===== config.mk =====
export PLATFORM = sky130hd
export DESIGN_NAME = adc_sampler_flat
export DESIGN_NICKNAME = d
export VERILOG_FILES = /design/src/rtl/adc_pkg.sv /design/src/rtl/adc_sampler_if.sv /design/src/rtl/adc_shifter.sv /design/src/rtl/adc_sampler.sv /design/src/flat_wrapper.sv
export SDC_FILE = /design/constraint.sdc
export NUM_CORES = 1
export LEC_CHECK = 0
export CAP_MARGIN = 5
export CORE_MARGIN = 2
export CORE_UTILIZATION = 39
export CTS_CLUSTER_SIZE = 28
export DETAILED_ROUTE_END_ITERATION = 10
export GPL_TIMING_DRIVEN = 0
export SETUP_SLACK_MARGIN = 0.1
export SYNTH_ARGS = -nofsm -noshare
export SYNTH_HDL_FRONTEND = slang
export SYNTH_HIERARCHICAL = 1
export SYNTH_SLANG_ARGS = --single-unit

===== constraint.sdc =====
create_clock -name clk -period 5.4 [get_ports clk]
set_clock_uncertainty 0.2 [all_clocks]
set_input_delay 1.35 -clock clk [delete_from_list [all_inputs] [get_ports clk]]
set_output_delay 1.35 -clock clk [all_outputs]
set_load 0.005 [all_outputs]

===== src/rtl/adc_pkg.sv =====
// adc_pkg: state encoding, default parameters and sclk-rate presets
// shared by the adc_sampler block and its sub-modules.
package adc_pkg;

  typedef enum logic [1:0] {
    ST_CAL,
    ST_IDLE,
    ST_CONV,
    ST_QUIET
  } adc_state_e;

  localparam int DEF_NUM_CH       = 3;
  localparam int DEF_DATA_WIDTH   = 12;
  localparam int DEF_FRAME_BITS   = 16;
  localparam int DEF_LEAD_ZEROS   = 4;
  localparam int DEF_SCLK_DIV     = 1;
  localparam int DEF_CAL_CYCLES   = 32;
  localparam int DEF_QUIET_CYCLES = 2;

  localparam int SCLK_DIV_FAST = 1;
  localparam int SCLK_DIV_MID  = 2;
  localparam int SCLK_DIV_SLOW = 4;

  localparam int CNT_W = 16;

endpackage


===== src/rtl/adc_sampler_if.sv =====
// adc_sampler_if: request, serial and result signals of adc_sampler.
// Carries frame_err only when ADC_FRAME_CHECK_EN is defined.
interface adc_sampler_if
  import adc_pkg::*;
#(
  parameter int NUM_CH     = DEF_NUM_CH,
  parameter int DATA_WIDTH = DEF_DATA_WIDTH
) ();

  logic                         start;
  logic                         cont_en;
  logic                         recalibrate;
  logic [NUM_CH-1:0]            sdo;
  logic                         cs;
  logic                         sclk;
  logic [NUM_CH*DATA_WIDTH-1:0] data;
  logic                         valid;
  logic                         busy;
  logic                         cal_done;
`ifdef ADC_FRAME_CHECK_EN
  logic [NUM_CH-1:0]            frame_err;

  modport master (
    input  start, cont_en, recalibrate, sdo,
    output cs, sclk, data, valid, busy, cal_done, frame_err
  );

  modport slave (
    output start, cont_en, recalibrate, sdo,
    input  cs, sclk, data, valid, busy, cal_done, frame_err
  );
`else
  modport master (
    input  start, cont_en, recalibrate, sdo,
    output cs, sclk, data, valid, busy, cal_done
  );

  modport slave (
    output start, cont_en, recalibrate, sdo,
    input  cs, sclk, data, valid, busy, cal_done
  );
`endif

endinterface


===== src/rtl/adc_shifter.sv =====
// adc_shifter: per-channel MSB-first shift register and result capture.
// With ADC_FRAME_CHECK_EN, a nonzero leading bit blocks the capture.
module adc_shifter #(
  parameter int DATA_WIDTH = 12
) (
  input  logic                  clk_i,
  input  logic                  reset_i,
  input  logic                  clr_i,
  input  logic                  shift_i,
  input  logic                  capture_i,
  input  logic                  sdo_i,
`ifdef ADC_FRAME_CHECK_EN
  input  logic                  lead_i,
  output logic                  err_o,
`endif
  output logic [DATA_WIDTH-1:0] data_o
);

  logic [DATA_WIDTH-1:0] sr_q, sr_d;
  logic [DATA_WIDTH-1:0] data_q, data_d;
  logic                  take;

`ifdef ADC_FRAME_CHECK_EN
  logic err_q, err_d;
  logic ferr_q, ferr_d;

  always_comb begin
    err_d  = err_q;
    if (clr_i)
      err_d = 1'b0;
    else if (lead_i && sdo_i)
      err_d = 1'b1;
    ferr_d = capture_i && err_d;
    take   = capture_i && !err_d;
  end

  always_ff @(posedge clk_i) begin
    if (reset_i) begin
      err_q  <= 1'b0;
      ferr_q <= 1'b0;
    end else begin
      err_q  <= err_d;
      ferr_q <= ferr_d;
    end
  end

  assign err_o = ferr_q;
`else
  assign take = capture_i;
`endif

  // the final capture sees this cycle's shift so the last data bit may
  // also be the last bit of the frame
  always_comb begin
    sr_d = sr_q;
    if (clr_i)
      sr_d = '0;
    else if (shift_i)
      sr_d = {sr_q[DATA_WIDTH-2:0], sdo_i};
    data_d = take ? sr_d : data_q;
  end

  always_ff @(posedge clk_i) begin
    if (reset_i) begin
      sr_q   <= '0;
      data_q <= '0;
    end else begin
      sr_q   <= sr_d;
      data_q <= data_d;
    end
  end

  assign data_o = data_q;

endmodule


===== src/rtl/adc_sampler.sv =====
// adc_sampler: drives shared cs/sclk to NUM_CH serial ADCs, calibrates,
// samples frames. Define ADC_FRAME_CHECK_EN to add frame_err reporting.
module adc_sampler
  import adc_pkg::*;
#(
  parameter int NUM_CH       = DEF_NUM_CH,
  parameter int DATA_WIDTH   = DEF_DATA_WIDTH,
  parameter int FRAME_BITS   = DEF_FRAME_BITS,
  parameter int LEAD_ZEROS   = DEF_LEAD_ZEROS,
  parameter int SCLK_DIV     = DEF_SCLK_DIV,
  parameter int CAL_CYCLES   = DEF_CAL_CYCLES,
  parameter int QUIET_CYCLES = DEF_QUIET_CYCLES
) (
  input logic           clk,
  input logic           reset,
  adc_sampler_if.master bus
);

  if (LEAD_ZEROS + DATA_WIDTH > FRAME_BITS || SCLK_DIV < 1) begin : g_bad_cfg
    $error("adc_sampler: LEAD_ZEROS+DATA_WIDTH > FRAME_BITS or SCLK_DIV < 1");
  end

  localparam logic [CNT_W-1:0] DIV_LAST  = CNT_W'(SCLK_DIV - 1);
  localparam logic [CNT_W-1:0] CAL_LAST  = CNT_W'(CAL_CYCLES - 1);
  localparam logic [CNT_W-1:0] FRM_LAST  = CNT_W'(FRAME_BITS - 1);
  localparam logic [CNT_W-1:0] QUIET_END = CNT_W'(QUIET_CYCLES);
  localparam logic [CNT_W-1:0] DAT_LO    = CNT_W'(LEAD_ZEROS);
  localparam logic [CNT_W-1:0] DAT_HI    = CNT_W'(LEAD_ZEROS + DATA_WIDTH);

  adc_state_e       state_q, state_d;
  logic             cs_q, cs_d;
  logic             sclk_q, sclk_d;
  logic [CNT_W-1:0] div_q, div_d;
  logic [CNT_W-1:0] bit_q, bit_d;
  logic [CNT_W-1:0] quiet_q, quiet_d;
  logic             pend_q, pend_d;
  logic             valid_q, valid_d;
  logic             busy_q, busy_d;
  logic             done_q, done_d;

  logic             go_cal, go_conv;
  logic             clr, sample, capture, shift_en;
  logic [CNT_W-1:0] last_bit;

  always_comb begin
    state_d  = state_q;
    cs_d     = cs_q;
    sclk_d   = sclk_q;
    div_d    = div_q;
    bit_d    = bit_q;
    quiet_d  = quiet_q;
    pend_d   = pend_q;
    done_d   = done_q;
    valid_d  = 1'b0;
    go_cal   = 1'b0;
    go_conv  = 1'b0;
    clr      = 1'b0;
    capture  = 1'b0;
    last_bit = (state_q == ST_CAL) ? CAL_LAST : FRM_LAST;
    sample   = (state_q == ST_CONV) && !cs_q && sclk_q
               && (div_q == '0);

    unique case (state_q)
      ST_CAL, ST_CONV: begin
        if (state_q == ST_CONV && bus.recalibrate)
          pend_d = 1'b1;
        // cs still high only in the first CAL cycle after reset
        if (cs_q) begin
          cs_d   = 1'b0;
          sclk_d = 1'b0;
          div_d  = '0;
          bit_d  = '0;
        end else if (div_q == DIV_LAST) begin
          div_d = '0;
          if (!sclk_q) begin
            sclk_d = 1'b1;
          end else if (bit_q == last_bit) begin
            cs_d    = 1'b1;
            sclk_d  = 1'b1;
            quiet_d = '0;
            state_d = ST_QUIET;
            if (state_q == ST_CAL) begin
              done_d = 1'b1;
            end else begin
              valid_d = 1'b1;
              capture = 1'b1;
            end
          end else begin
            sclk_d = 1'b0;
            bit_d  = bit_q + 1'b1;
          end
        end else begin
          div_d = div_q + 1'b1;
        end
      end
      ST_QUIET: begin
        if (bus.recalibrate)
          pend_d = 1'b1;
        if (quiet_q == QUIET_END) begin
          if (pend_q || bus.recalibrate)
            go_cal = 1'b1;
          else if (bus.cont_en)
            go_conv = 1'b1;
          else
            state_d = ST_IDLE;
        end else begin
          quiet_d = quiet_q + 1'b1;
        end
      end
      ST_IDLE: begin
        if (bus.recalibrate)
          go_cal = 1'b1;
        else if (bus.start || bus.cont_en)
          go_conv = 1'b1;
      end
      default: state_d = ST_CAL;
    endcase

    if (go_cal) begin
      state_d = ST_CAL;
      pend_d  = 1'b0;
      done_d  = 1'b0;
    end
    if (go_conv) begin
      state_d = ST_CONV;
      clr     = 1'b1;
    end
    if (go_cal || go_conv) begin
      cs_d   = 1'b0;
      sclk_d = 1'b0;
      div_d  = '0;
      bit_d  = '0;
    end
    busy_d = (state_d != ST_IDLE);
  end

  assign shift_en = sample && (bit_q >= DAT_LO) && (bit_q < DAT_HI);

  always_ff @(posedge clk) begin
    if (reset) begin
      state_q <= ST_CAL;
      cs_q    <= 1'b1;
      sclk_q  <= 1'b1;
      div_q   <= '0;
      bit_q   <= '0;
      quiet_q <= '0;
      pend_q  <= 1'b0;
      valid_q <= 1'b0;
      busy_q  <= 1'b0;
      done_q  <= 1'b0;
    end else begin
      state_q <= state_d;
      cs_q    <= cs_d;
      sclk_q  <= sclk_d;
      div_q   <= div_d;
      bit_q   <= bit_d;
      quiet_q <= quiet_d;
      pend_q  <= pend_d;
      valid_q <= valid_d;
      busy_q  <= busy_d;
      done_q  <= done_d;
    end
  end

`ifdef ADC_FRAME_CHECK_EN
  logic lead_en;
  assign lead_en = sample && (bit_q < DAT_LO);
`endif

  for (genvar i = 0; i < NUM_CH; i++) begin : g_ch
    adc_shifter #(
      .DATA_WIDTH(DATA_WIDTH)
    ) u_shifter (
      .clk_i    (clk),
      .reset_i  (reset),
      .clr_i    (clr),
      .shift_i  (shift_en),
      .capture_i(capture),
      .sdo_i    (bus.sdo[i]),
`ifdef ADC_FRAME_CHECK_EN
      .lead_i   (lead_en),
      .err_o    (bus.frame_err[i]),
`endif
      .data_o   (bus.data[i*DATA_WIDTH +: DATA_WIDTH])
    );
  end

  assign bus.cs       = cs_q;
  assign bus.sclk     = sclk_q;
  assign bus.valid    = valid_q;
  assign bus.busy     = busy_q;
  assign bus.cal_done = done_q;

endmodule


===== src/flat_wrapper.sv =====
// flat-port wrapper written by rule: the top's interface ports become plain ports
module adc_sampler_flat import adc_pkg::*;
#(
  parameter int NUM_CH       = DEF_NUM_CH,
  parameter int DATA_WIDTH   = DEF_DATA_WIDTH,
  parameter int FRAME_BITS   = DEF_FRAME_BITS,
  parameter int LEAD_ZEROS   = DEF_LEAD_ZEROS,
  parameter int SCLK_DIV     = DEF_SCLK_DIV,
  parameter int CAL_CYCLES   = DEF_CAL_CYCLES,
  parameter int QUIET_CYCLES = DEF_QUIET_CYCLES
)
  (clk, reset, bus_start, bus_cont_en, bus_recalibrate, bus_sdo, bus_cs, bus_sclk, bus_data, bus_valid, bus_busy, bus_cal_done);
  adc_sampler_if #(.NUM_CH(NUM_CH), .DATA_WIDTH(DATA_WIDTH)) bus_i ();
  input logic clk;
  input logic reset;
  input wire logic [$bits(bus_i.start)-1:0] bus_start;
  input wire logic [$bits(bus_i.cont_en)-1:0] bus_cont_en;
  input wire logic [$bits(bus_i.recalibrate)-1:0] bus_recalibrate;
  input wire logic [$bits(bus_i.sdo)-1:0] bus_sdo;
  output wire logic [$bits(bus_i.cs)-1:0] bus_cs;
  output wire logic [$bits(bus_i.sclk)-1:0] bus_sclk;
  output wire logic [$bits(bus_i.data)-1:0] bus_data;
  output wire logic [$bits(bus_i.valid)-1:0] bus_valid;
  output wire logic [$bits(bus_i.busy)-1:0] bus_busy;
  output wire logic [$bits(bus_i.cal_done)-1:0] bus_cal_done;
  assign bus_i.start = bus_start;
  assign bus_i.cont_en = bus_cont_en;
  assign bus_i.recalibrate = bus_recalibrate;
  assign bus_i.sdo = bus_sdo;
  assign bus_cs = bus_i.cs;
  assign bus_sclk = bus_i.sclk;
  assign bus_data = bus_i.data;
  assign bus_valid = bus_i.valid;
  assign bus_busy = bus_i.busy;
  assign bus_cal_done = bus_i.cal_done;
  adc_sampler #(.NUM_CH(NUM_CH), .DATA_WIDTH(DATA_WIDTH), .FRAME_BITS(FRAME_BITS), .LEAD_ZEROS(LEAD_ZEROS), .SCLK_DIV(SCLK_DIV), .CAL_CYCLES(CAL_CYCLES), .QUIET_CYCLES(QUIET_CYCLES)) u_core (.clk(clk), .reset(reset), .bus(bus_i));
endmodule

==> impl_results.md <==
- Status: complete, no violations
- Combinational Power Share: 2.1%
- Layout Cells excl Fill: 828
- Layout Nets: 649
- Primary FF master, synth: dfxtp_1
- Crit. End Element: register
- Net Switching: 0.459 mW
- Design Power: 2.17 mW
- Layout filler cell count: 1,296
- Ant diodes: 0
- XOR/XNOR Fraction of Synth Area: 4.63%
- Final Cycle Share: 62.8%
- Final WL: 12.1 mm
- TritonCTS Buffers: 17
- H-tree depth: 4
- Slowest-stage cell, CP: clkdlybuf4s50_1
- Synth top cells by count: 128 x dfxtp_1, 89 x nor2_1, 50 x mux2i_1, 36 x o2bb2ai_1, 30 x nand3_1
- CTS clock-pin slew for the worst setup and hold paths: 0.06 ns
- Root buffer cell: clkbuf_16
- Clock buffer depth: 2
- Fin crit period: 3.39 ns
- Async SR Flop Fraction: 0%
- DRC: 0
- Initial antenna violation count: 0
- Hold slack: 0.260 ns
- Seq/Total Area, Yosys: 46.7%
- Cells along the critical path: clkdlybuf4s50_1, inv_1, o21ai_0, a22oi_2, buf_2, nand3_1, mux2i_1
- Crit path required time: 5.55 ns
- # hold bufs at CTS: 0
- Fmax achieved: 0.295 GHz
- Row count: 43
- Flop pwr share: 43.8%
- Area after DPL: 6200 µm²
- Max-Cap Viols: 0
- Pin count of the biggest net entering global routing: 17
- Int Pwr: 1.71 mW
- Post-synthesis instance total: 567
- Top cell type's share of synthesized area: 46.7%
- Placer Congestion: 0.832
- CTS resizes: 0
- Vias in the first global route: 4,383
- Mapped Avg Cell Area: 9.67 µm²
- Global Route Usage Sum: 17.3%
- Clock Sinks: 128
- Worst path top cell family by delay: buffers and inverters
- Sw Ratio: 21.2%
- Synthesis Warnings: 6
- Worst Hold Class: reg2reg
- Post-place setup slack: 1.59 ns
- Slew Viols, Final: 0
- Largest family of logic cells by synthesized area: simple AND/OR/NAND/NOR gates
- Post-synth EDFFs: 0
- Clk_lat worst skew: 0.42 ns
- Area of the core: 13,800 µm²
- Mapped Area: 5480 µm²
- Buffers on Ports: 48
- Worst slew pin tran: 0.634 ns
- CTS tree: yes
- DP Wirelength: 8.64 mm
- First DRT Iteration DRCs: 269
- Max rail drop VDD: 229 µV
- Hold-critical path depth: 1
- Syn_nets: 581
- Clk network pwr share: 54.1%
- Final setup margin: 2.01 ns
- Complex-gate fraction of the synthesized area: 12.2%
- Starting Density: 39.7%
- Distinct cells, synth: 57
- Post-CTS Setup Bufs: 0
- Layout cells sized above 1: 10.8%
- CP max FO: 16
- Unrepaired setup endpoints after global routing: no
- Die ar.: 15,000 µm²
- Adder-cell share of the synthesized area: 1.37%
- Wire length of the first global-routing pass: 20.6 mm
- Seq cells post-synth: 128
- CP Depth: 7
- Routed len/inst: 14.6 µm
- CP peak stage delay: 0.71 ns
- Layout Area Growth over Synthesis: 24.4%
- Most common cell in the netlist: dfxtp_1
- Type of the worst setup path: in2reg
- Biggest area consumer among synthesized cells: dfxtp_1
- Vias post-DR: 4,343
- Leak Pwr: 2.28 nW
- R2R depth: 10
- Placed Cells: 796
- Mux contribution to synthesized area: 9.13%
- Slew HR: 57.7%
- Number of vias per cell: 5.25
- Final hold violation count: 0
- Power density over the cells: 318 nW/µm²
- Area contributors post-synth: dfxtp_1 47%, mux2i_1 9.1%, nor2_1 6.1%
- TritonRoute pass-1 iters: 5
- Die height: 123 µm
- Post-route ant nets: 0
- Buffers and inverters on the worst path: 3
- Die X: 123 µm
- Simple-Gate Fraction of Synth Area: 21.9%
- Worst Setup Start Kind: primary input
- Io pins: 49
- Congestion Overflow GR: 0
- Crit path DAT: 3.54 ns
- Setup-failing EPs final: 0
- Post-route cell area: 6820 µm²
## power groups by stage
stage / Combinational (mW) / Sequential, mW / Clock [mW]
final: 0.0449 / 0.949 / 1.17
after global routing: 0.0497 / 0.949 / 1.24
after CTS: 0.0451 / 0.949 / 1.20
after detailed placement: 0.0449 / 0.970 / 0
after global placement: 0.0440 / 0.970 / 0
after floorplan: 0.0267 / 0.969 / 0
## state kept, by name (all words and copies together), names as in the netlist
name and cells:
u_core/bit_q 16, u_core/bus.busy 1, u_core/bus.cal_done 1, u_core/bus.cs 1, u_core/bus.sclk 1, u_core/bus.valid 1
u_core/div_q 16, u_core/g_ch.u_shifter/data_o 36, u_core/g_ch.u_shifter/sr_q 36, u_core/pend_q 1, u_core/quiet_q 16, u_core/state_q 2
## logic make-up after synthesis
family	Yosys count
AND/OR/NAND/NOR	229
flip-flops	128
AO/OA/AOI/OAI	83
multiplexers	50
buffers and inverters	42
XOR/XNOR	29
adder cells (fa/ha/maj)	6
## stage by stage
stage          setup TNS [ns]  utilization (%)
6_report                    0             49.3
5_1_grt                     0             49.3
4_1_cts                     0             49.3
3_5_place_dp                0             44.8
3_3_place_gp            -7.85             44.8
2_1_floorplan               0                -
## placed cells by master, fill, tap and decap left out, types with 3 or more instances in the layout
cell / n
and4_1: 3
xor2_1: 17
and3_1: 6
clkdlybuf4s50_1: 48
mux2i_1: 50
xnor2_1: 12
clkbuf_16: 17
dfxtp_1: 128
nand2_1: 22
or3b_4: 3
nand4_1: 12
nor3_1: 13
a31oi_1: 3
ha_1: 6
a211oi_1: 4
a21oi_1: 17
nor2b_1: 4
clkbuf_8: 5
o2bb2ai_1: 36
or2_2: 3
nor2_1: 89
buf_2: 8
nand3_1: 30
inv_1: 15
or3_1: 4
clkbuf_1: 11
clkinvlp_4: 4
nor4_1: 10
o21ai_0: 3
buf_4: 3
nand3b_1: 12
buf_6: 6
## layer usage
layer  track usage (%)  routed length [µm]  part of all wire [%]  vias to the layer above
met1              21.6                5760                    48                     2070
met3              4.97                 465                   3.8                       14
met2              27.8                5710                    47                       72
li1                  -                   -                     -                     2187
met4              7.40                 174                   1.4                        0
met5                 0                   0                     0                        -
## cell type report
type / count / area (µm²) / area share, %
Multi-Input combinational cell: 397 / 2700 / 39.7
Sequential cell: 128 / 2560 / 37.6
Clock buffer: 22 / 494 / 7.25
Timing Repair Buffer: 49 / 485 / 7.12
Tap cell: 180 / 225 / 3.30
Buffer: 27 / 166 / 2.44
Clock inverter: 10 / 125 / 1.83
Inverter: 15 / 56.3 / 0.826
## final timing paths
check	start	to	slack, ns
setup / recovery	reset	u_core/bit_q[12]	2.01
hold / removal	u_core/g_ch[1].u_shifter/data_o[3]	u_core/g_ch[1].u_shifter/data_o[3]	0.26
setup reg to reg	u_core/div_q[0]	u_core/g_ch[0].u_shifter/data_o[10]	2.06
hold reg to reg	u_core/g_ch[1].u_shifter/data_o[3]	u_core/g_ch[1].u_shifter/data_o[3]	0.26
(Power assumes the default switching activity.)
